[src/rtl/sprite_line_scan_pkg.sv]
// Shared sprite types: BRAM attribute layouts, the emitted hit record and
// the scan FSM state encoding.
package sprite_line_scan_pkg;

    localparam int unsigned LINE_Y_W     = 12;
    localparam int unsigned SPRITE_IDX_W = 9;
    localparam int unsigned SPRITE_X_W   = 12;
    localparam int unsigned SPRITE_AW    = 16;

    // Vertical placement of a sprite; height == 0 marks the end of the table.
    typedef struct packed {
        logic [LINE_Y_W-1:0] y;
        logic [LINE_Y_W-1:0] height;
    } sprite_y_height_t;

    // Horizontal placement, passed straight through to the drawer.
    typedef struct packed {
        logic [SPRITE_X_W-1:0] x;
        logic [SPRITE_X_W-1:0] width;
    } sprite_x_width_t;

    typedef logic [SPRITE_AW-1:0] sprite_addr_t;

    // One sprite found on the current line.
    typedef struct packed {
        logic [SPRITE_IDX_W-1:0] index;
        logic [LINE_Y_W-1:0]     row;
        sprite_x_width_t         x_width;
        sprite_addr_t            addr;
    } sprite_hit_t;

    typedef enum logic [1:0] {
        IDLE  = 2'd0,
        SCAN  = 2'd1,
        DRAIN = 2'd2
    } scan_state_t;

endpackage

[src/rtl/sprite_line_scan_hit_test.sv]
// Wrap-aware vertical hit test: row within the sprite and whether the line
// falls inside it. Modulo-4096 subtraction handles sprites straddling 4095->0.
module sprite_hit_test
    import sprite_line_scan_pkg::*;
(
    input  logic [LINE_Y_W-1:0] line_y,
    input  sprite_y_height_t    y_height,
    output logic [LINE_Y_W-1:0] row,
    output logic                hit,
    output logic                terminator
);

    // Row offset, terminator detect and extent compare.
    always_comb begin
        row        = line_y - y_height.y;
        terminator = (y_height.height == '0);
        hit        = !terminator && (row < y_height.height);
    end

endmodule

[src/rtl/sprite_line_scan.sv]
// Per-scanline sprite scheduler: walks the sprite attribute BRAM one entry
// per cycle after line_start and streams vertical hits to the drawer.
module sprite_line_scan
    import sprite_line_scan_pkg::*;
#(
    parameter int unsigned NUM_SPRITES = 512,
    parameter int unsigned MAX_HITS    = 64
) (
    input  logic                     clk_draw,
    input  logic                     rst_n,
    input  logic                     line_start,
    input  logic [LINE_Y_W-1:0]      line_y,
    output logic [SPRITE_IDX_W-1:0]  sprite_index,
    input  sprite_y_height_t         sprite_y_height,
    input  sprite_x_width_t          sprite_x_width,
    input  sprite_addr_t             sprite_addr,
    output logic                     hit_valid,
    input  logic                     hit_ready,
    output logic [SPRITE_IDX_W-1:0]  hit_index,
    output logic [LINE_Y_W-1:0]      hit_row,
    output sprite_x_width_t          hit_x_width,
    output sprite_addr_t             hit_addr,
    output logic                     line_done,
    output logic                     overflow,
    output logic                     busy
);

    localparam int unsigned CNT_W = $clog2(MAX_HITS + 1);

    scan_state_t             state;
    scan_state_t             state_next;
    logic [SPRITE_IDX_W-1:0] eval_idx;
    logic [LINE_Y_W-1:0]     line_y_q;
    logic                    out_valid;
    sprite_hit_t             out_q;
    logic [CNT_W-1:0]        hit_count;
    logic                    overflow_q;

    logic [LINE_Y_W-1:0]     row;
    logic                    is_hit;
    logic                    is_term;
    logic                    scanning;
    logic                    last_entry;
    logic                    at_max;
    logic                    out_blocked;
    logic                    ovf_hit;
    logic                    stall;
    logic                    load;
    logic                    scan_end;

    sprite_hit_test u_hit_test (
        .line_y     (line_y_q),
        .y_height   (sprite_y_height),
        .row        (row),
        .hit        (is_hit),
        .terminator (is_term)
    );

    // Scan control qualifiers for the entry evaluated this cycle.
    always_comb begin
        scanning    = (state == SCAN);
        last_entry  = (eval_idx == SPRITE_IDX_W'(NUM_SPRITES - 1));
        at_max      = (hit_count == CNT_W'(MAX_HITS));
        out_blocked = out_valid && !hit_ready;
        ovf_hit     = scanning && is_hit && at_max;
        stall       = scanning && is_hit && !at_max && out_blocked;
        load        = scanning && is_hit && !at_max && !out_blocked;
        scan_end    = scanning && (ovf_hit || (!stall && (is_term || last_entry)));
    end

    // State register.
    always_ff @(posedge clk_draw or negedge rst_n) begin
        if (!rst_n) begin
            state <= IDLE;
        end else begin
            state <= state_next;
        end
    end

    // Next state; line_start from any state (re)starts a scan.
    always_comb begin
        state_next = state;
        if (line_start) begin
            state_next = SCAN;
        end else begin
            case (state)
                SCAN:    if (scan_end) state_next = DRAIN;
                DRAIN:   if (!out_valid) state_next = IDLE;
                default: state_next = IDLE;
            endcase
        end
    end

    // Outputs; the read address is held while stalled so BRAM data keeps
    // matching eval_idx without any replay.
    always_comb begin
        busy      = (state != IDLE);
        line_done = (state == DRAIN) && !out_valid && !line_start;
        if (scanning && !line_start) begin
            sprite_index = stall ? eval_idx : eval_idx + SPRITE_IDX_W'(1);
        end else begin
            sprite_index = '0;
        end
        hit_valid   = out_valid;
        hit_index   = out_q.index;
        hit_row     = out_q.row;
        hit_x_width = out_q.x_width;
        hit_addr    = out_q.addr;
        overflow    = overflow_q;
    end

    // Datapath: entry counter, single-entry output register, hit counting.
    always_ff @(posedge clk_draw or negedge rst_n) begin
        if (!rst_n) begin
            eval_idx   <= '0;
            line_y_q   <= '0;
            out_valid  <= 1'b0;
            out_q      <= '0;
            hit_count  <= '0;
            overflow_q <= 1'b0;
        end else if (line_start) begin
            eval_idx   <= '0;
            line_y_q   <= line_y;
            out_valid  <= 1'b0;
            hit_count  <= '0;
            overflow_q <= 1'b0;
        end else begin
            if (scanning && !stall) begin
                eval_idx <= eval_idx + SPRITE_IDX_W'(1);
            end
            if (load) begin
                out_valid <= 1'b1;
                out_q     <= '{index: eval_idx, row: row,
                               x_width: sprite_x_width, addr: sprite_addr};
                hit_count <= hit_count + CNT_W'(1);
            end else if (out_valid && hit_ready) begin
                out_valid <= 1'b0;
            end
            if (ovf_hit) begin
                overflow_q <= 1'b1;
            end
        end
    end

endmodule
[config.mk]
export PLATFORM = sky130hd
export DESIGN_NAME = sprite_line_scan
export DESIGN_NICKNAME = d
export VERILOG_FILES = /design/src/rtl/sprite_line_scan_pkg.sv /design/src/rtl/sprite_line_scan_hit_test.sv /design/src/rtl/sprite_line_scan.sv
export SDC_FILE = /design/constraint.sdc
export NUM_CORES = 1
export LEC_CHECK = 0
export CAP_MARGIN = 20
export CORE_MARGIN = 2
export CORE_UTILIZATION = 49
export CTS_BUF_LIST = sky130_fd_sc_hd__clkbuf_4 sky130_fd_sc_hd__clkbuf_8 sky130_fd_sc_hd__clkbuf_16
export CTS_CLUSTER_DIAMETER = 40
export CTS_CLUSTER_SIZE = 12
export DETAILED_ROUTE_END_ITERATION = 8
export PLACE_DENSITY = 0.82
export SLEW_MARGIN = 5
export SYNTH_ARGS = -nofsm -noshare
export SYNTH_HDL_FRONTEND = slang
export SYNTH_SLANG_ARGS = --single-unit
[constraint.sdc]
create_clock -name clk_draw -period 9.3 [get_ports clk_draw]
set_input_delay 2.325 -clock clk_draw [delete_from_list [all_inputs] [get_ports clk_draw]]
set_output_delay 2.325 -clock clk_draw [all_outputs]
set_load 0.03 [all_outputs]
==> reports/qor.yml, run 1 <==
status: "complete, no violations"
met2_wirelength_mm: 5.63
final_common_cell: "clkdlybuf4s50_1"
coreArea_sq_um: 9860
syn_area_per_cell_sq_um: 12.0
routed_wirelength_mm: 11.9
gp_congestion: 0.928
yosysUniqueCellTypes: 49
grt.overflow.total: 0
crit_fanout: 12
post_cts_buffers: 0
final_area_sq_um: 6830
post_dp_cell_area_sq_um: 6620
cts_buffers: 9
row_count: 36
ys_warn_count: 0
port_buffers: 153
final_cells: 706
endpoint_kind: "output port"
synthCells: 417
ys_ff_latch: 93
routedWlPerCell_um: 16.8
die_area_sq_um: 11000
clk_pin_slew_worst_paths_ns: 0.08
crit_path_start_kind: "input port"
async_flop_share_pct: 100
cts_tree: "yes"
grt_max_degree: 73
power.density_nw_per_um2: 262
start_util_pct: 50.8
peakVddDrop_uv: 161
drtAntennaViolNets: 0
r2r.worst_path.cells: 17
drv_slew: 0
grt_pass1_wl_mm: 19.5
drt_iter0_drc: 206
grt_pass1_vias: 3808
die-height_um: 105
cap_violations: 0
gr-usage-all-layers_pct: 22.2
vias: 3751
reg2reg_slack_ns: 4.78
drcViolationCount: 0
syn_nets: 524
layout-drive-gt1-share_pct: 16.9
synthToLayoutAreaGrowth_pct: 36.4
crit_path_top_delay_cell: "clkdlybuf4s50_1"
clock-sinks: 93
max_stage_delay_ns: 0.68
finalHoldViolCount: 0
post-route-util_pct: 69.2
period_share_pct: 95.9
tightest_slew_ns: 0.849
synthTopCellsByArea: "dfrtp_1 46%, mux2_4 17%, ha_1 6.5%"
synthFlopType: "dfrtp_1"
layout_common_cells: "152 x clkdlybuf4s50_1, 93 x dfrtp_1, 56 x mux2_4, 33 x inv_1, 31 x nor2_1"
crit_type: "input port to output port"
syn_area_sq_um: 5010
wl_met1_mm: 5.19
fill_cells: 714
setup_violations: 0
synth_top_area_cell: "dfrtp_1"
period_needed_ns: 8.92
grt_antenna_before_repair: 0
hold_path.startpoint: "hit_row[1]"
dp.cells: 689
yosysTopAreaCellShare_pct: 46.5
crit_path_cell_trace: "clkdlybuf4s50_1 -> ha_1 -> fa_1 -> nor2b_1 -> o31ai_1 -> a311oi_1 -> o21ai_0 -> nand2b_1 -> xor2_1 -> ha_1 -> a21oi_1 -> o2111a_1 -> o21ai_2 -> buf_4 -> o31ai_1 -> xor2_1 -> nor2_1 -> clkdlybuf4s50_1"
rsz0062_at_grt: "false"
drtPass1Iterations: 4
met3_length_um: 761
synth_edf_count: 0
fmax_mhz: 112
r2r-end: "hit_row[3]"
holdPathStages: 2
skew_ns: 0.0109
hold_buffers: 0
cts_buffer_depth: 2
avgViaCountPerCell: 5.31
p_leak_nw: 3.19
setup-tns-final_ns: 0
fin_nets: 675
maxUsedRoutingLayer: "met4"
max_slew_margin_pct: 43.4
clk_latency_ns: 0.36
cp.arrival_ns: 6.60
chipWidth_um: 105
h-tree-depth: 3
pin_count: 154
n_antenna_cell: 0
r2r-start: "line_y_q[0]"
required_ns: 6.98
yosysSeqAreaShare_pct: 46.5
hp-class: "register to register"
post-dp-hpwl_mm: 8.94
min_to: "hit_row[1]"
cts-root-buf: "clkbuf_8"
-- stage by stage --
stage	worst slack, ns	hold WS (ns)	power [W]
3_3_place_gp	0.496	0.468	0.00152
3_5_place_dp	0.363	0.472	0.00154
6_report	0.377	0.485	0.00179
5_1_grt	0.104	0.532	0.00188
4_1_cts	0.355	0.492	0.00180
2_1_floorplan	1.28	0.485	0.00118
-- area by class of cell --
cell class	instances	area (sq um)	share of cell area (%)
Tap cell	133	166	2.44
Inverter	33	124	1.81
Clock inverter	6	46.3	0.678
Sequential cell	93	2330	34.1
Clock buffer	10	138	2.02
Timing Repair Buffer	158	1580	23.1
Multi-Input combinational cell	273	2450	35.9
-- power breakdown --
group	leakage, nW	internal, W	switching [W]
registers	1.15	0.000534	0.0000781
clock network	0.0946	0.000107	0.000149
logic	1.94	0.000460	0.000463
total	3.19	0.00110	0.000691
-- critical path, delay by kind of cell --
kind | cells | cell delay [ns]
buffers and inverters | 3 | 1.30
adder cells (fa/ha/maj) | 3 | 0.95
XOR/XNOR | 2 | 0.33
AND/OR/NAND/NOR | 3 | 0.41
AO/OA/AOI/OAI | 7 | 1.28
-- worst max-delay path by stage --
| stage | from | depth (start not counted) | endpoint |
|---|---|---|---|
| 3_5_place_dp | sprite_y_height[12] | 17 | sprite_index[5] |
| 2_1_floorplan | sprite_y_height[14] | 14 | sprite_index[5] |
| 6_report | sprite_y_height[12] | 18 | sprite_index[4] |
| 5_1_grt | sprite_y_height[12] | 18 | sprite_index[4] |
| 3_3_place_gp | sprite_y_height[12] | 17 | sprite_index[5] |
| 4_1_cts | sprite_y_height[12] | 17 | sprite_index[5] |
-- routing by layer --
layer / vias up / GRT usage [%]
li1: 1764 / -
met1: 1818 / 28.9
met2: 146 / 35.8
met3: 23 / 4.99
met4: 0 / 9.52
met5: - / 0
-- state kept, by name, indices dropped and copies added (netlist names) --
signal / cells
hit_row: 12
line_y_q: 12
hit_valid: 1
state: 2
overflow: 1
hit_addr: 16
hit_count: 7
hit_x_width: 24
hit_index: 9
eval_idx: 9
-- Yosys cell counts, types with 2 or more instances --
master	number
or3_1	4
buf_6	6
xnor2_1	11
nand2_1	10
and3_1	5
clkbuf_1	8
mux2i_1	5
inv_1	33
dfrtp_1	93
nand3b_1	2
nor4_1	6
o211ai_1	5
nand2b_1	8
mux2_2	13
mux2_4	56
a211o_1	3
or4_1	2
a21oi_1	16
nand3_1	9
nor2_1	31
xor2_1	10
nor2b_1	4
o31ai_1	6
nor4b_1	3
o41ai_1	2
o21a_1	3
o21ai_0	11
ha_1	26
a31oi_1	2
buf_1	2
nand4_1	3
a21o_1	2
-- cell families after synthesis --
group           after synthesis  synth area share, %
flops                        93                 46.5
compound gates               60                 8.04
xor+xnor                     21                 3.67
mux                          74                 20.7
fa+ha+maj                    27                 6.89
buf+inv                      51                 4.82
simple gates                 91                 9.39
-- repair_timing --
action                                  4_1_cts  5_1_grt
endpoints found under the hold margin         0        0
endpoints found under the setup margin        0        1
resized for setup                             0        1
Power figures use the tool's default switching activity.
==> run 2: changes to the inputs <==
CORE_UTILIZATION = 47   (was 49)
PLACE_DENSITY = 0.79   (was 0.82)
clock period = 9.28 ns   (was 9.3 ns; I/O delays follow)
==> reports/qor.yml, run 2 (synthesized netlist as in run 1, its figures left out) <==
status: "complete, no violations"
hold_buffers: 0
post-dp-hpwl_mm: 8.73
r2r-start: "line_y_q[0]"
tightest_slew_ns: 0.862
cts_resized: 0
register_area_sq_um: 2330
multi_input_area_sq_um: 2440
routed_wirelength_mm: 11.7
gp_congestion: 0.945
period_needed_ns: 8.90
port_buffers: 153
drv_slew: 0
grt.overflow.total: 0
chipWidth_um: 107
period_share_pct: 95.9
drtAntennaViolNets: 0
required_ns: 6.96
die_area_sq_um: 11500
r2r.worst_path.cells: 17
hp-class: "register to register"
cts_tree: "yes"
min_to: "hit_row[0]"
row_count: 37
grt_pass1_wl_mm: 18.8
finalHoldViolCount: 0
hold_path.startpoint: "hit_row[0]"
fmax_mhz: 112
setup-tns-final_ns: 0
rsz0062_at_grt: "false"
clk_pin_slew_worst_paths_ns: 0.10
peakVddDrop_uv: 158
crit_type: "input port to output port"
power.density_nw_per_um2: 266
cts-root-buf: "clkbuf_8"
gr-usage-all-layers_pct: 20.7
post-route-util_pct: 66.5
final_area_sq_um: 6860
vias: 3695
endpoint_kind: "output port"
largest_reg_flops: 24
dp.cells: 692
avgViaCountPerCell: 5.21
fill_cells: 770
skew_ns: 0.0141
reg2reg_slack_ns: 4.90
layout-drive-gt1-share_pct: 16.9
h-tree-depth: 3
n_antenna_cell: 0
setup_violations: 0
max_slew_margin_pct: 42.6
drcViolationCount: 0
post_dp_cell_area_sq_um: 6620
routedWlPerCell_um: 16.5
cp.arrival_ns: 6.58
final_common_cell: "clkdlybuf4s50_1"
cap_violations: 0
crit_fanout: 8
coreArea_sq_um: 10300
grt_antenna_before_repair: 0
start_util_pct: 48.5
holdPathStages: 2
layout_common_cells: "152 x clkdlybuf4s50_1, 93 x dfrtp_1, 56 x mux2_4, 33 x inv_1, 31 x nor2_1"
drt_iter0_drc: 168
cts_buffer_depth: 2
cts_buffers: 9
grt_pass1_vias: 3750
startpoint: "sprite_y_height[12]"
final_cells: 709
post_cts_buffers: 0
crit_path_start_kind: "input port"
fin_nets: 675
p_leak_nw: 3.20
clock-sinks: 93
pin_count: 154
r2r-end: "hit_x_width[20]"
clk_latency_ns: 0.36
die-height_um: 107
drtPass1Iterations: 4
synthToLayoutAreaGrowth_pct: 37.0
grt_max_degree: 73
-- run 2: final cells by class --
| cell class | instances | share of cell area [%] |
|---|---|---|
| Timing Repair Buffer | 158 | 23.1 |
| Clock buffer | 9 | 1.80 |
| Sequential cell | 93 | 33.9 |
| Tap cell | 136 | 2.48 |
| Multi-Input combinational cell | 273 | 35.6 |
| Inverter | 33 | 1.80 |
| Clock inverter | 7 | 1.28 |
-- run 2: how the worst max path moves through the flow --
stage	to	slack, ns	cells after the start
after floorplan	sprite_index[5]	1.27	14
after global placement	sprite_index[5]	0.48	17
after detailed placement	sprite_index[5]	0.42	17
after CTS	sprite_index[5]	0.39	17
after global routing	sprite_index[5]	0.05	17
final	sprite_index[5]	0.38	17
-- run 2: metal layers --
layer | global-route usage, % | part of all wire, % | routed length (um)
met2 | 34.0 | 47 | 5540
met3 | 3.28 | 5.5 | 641
met5 | 0 | 0 | 0
met1 | 28.3 | 46 | 5360
met4 | 5.75 | 1.3 | 149
-- run 2: critical path, stage by stage --
cell and delay [ns]:
clkdlybuf4s50_1 0.41, ha_1 0.22, fa_1 0.40, nor2b_1 0.21
o31ai_1 0.12, a311oi_1 0.30, o21ai_0 0.12, nand2b_1 0.09
xor2_1 0.20, ha_1 0.30, a21oi_1 0.16, o2111a_1 0.20
o21ai_2 0.10, nor3_2 0.44, o211ai_1 0.18, o41ai_1 0.08
clkdlybuf4s50_1 0.72
-- run 2: where the power goes --
part	leakage, nW	total (W)	switching, W	internal [W]
clock network	0.109	0.000287	0.000155	0.000132
registers	1.15	0.000615	0.0000796	0.000535
logic	1.94	0.000927	0.000465	0.000462
-- run 2: metrics by stage --
step	setup slack, ns	hold WS [ns]	total power [W]
after detailed placement	0.425	0.475	0.00155
final	0.382	0.497	0.00183
after floorplan	1.27	0.485	0.00118
after global routing	0.0531	0.529	0.00193
after global placement	0.478	0.474	0.00152
after CTS	0.392	0.496	0.00184
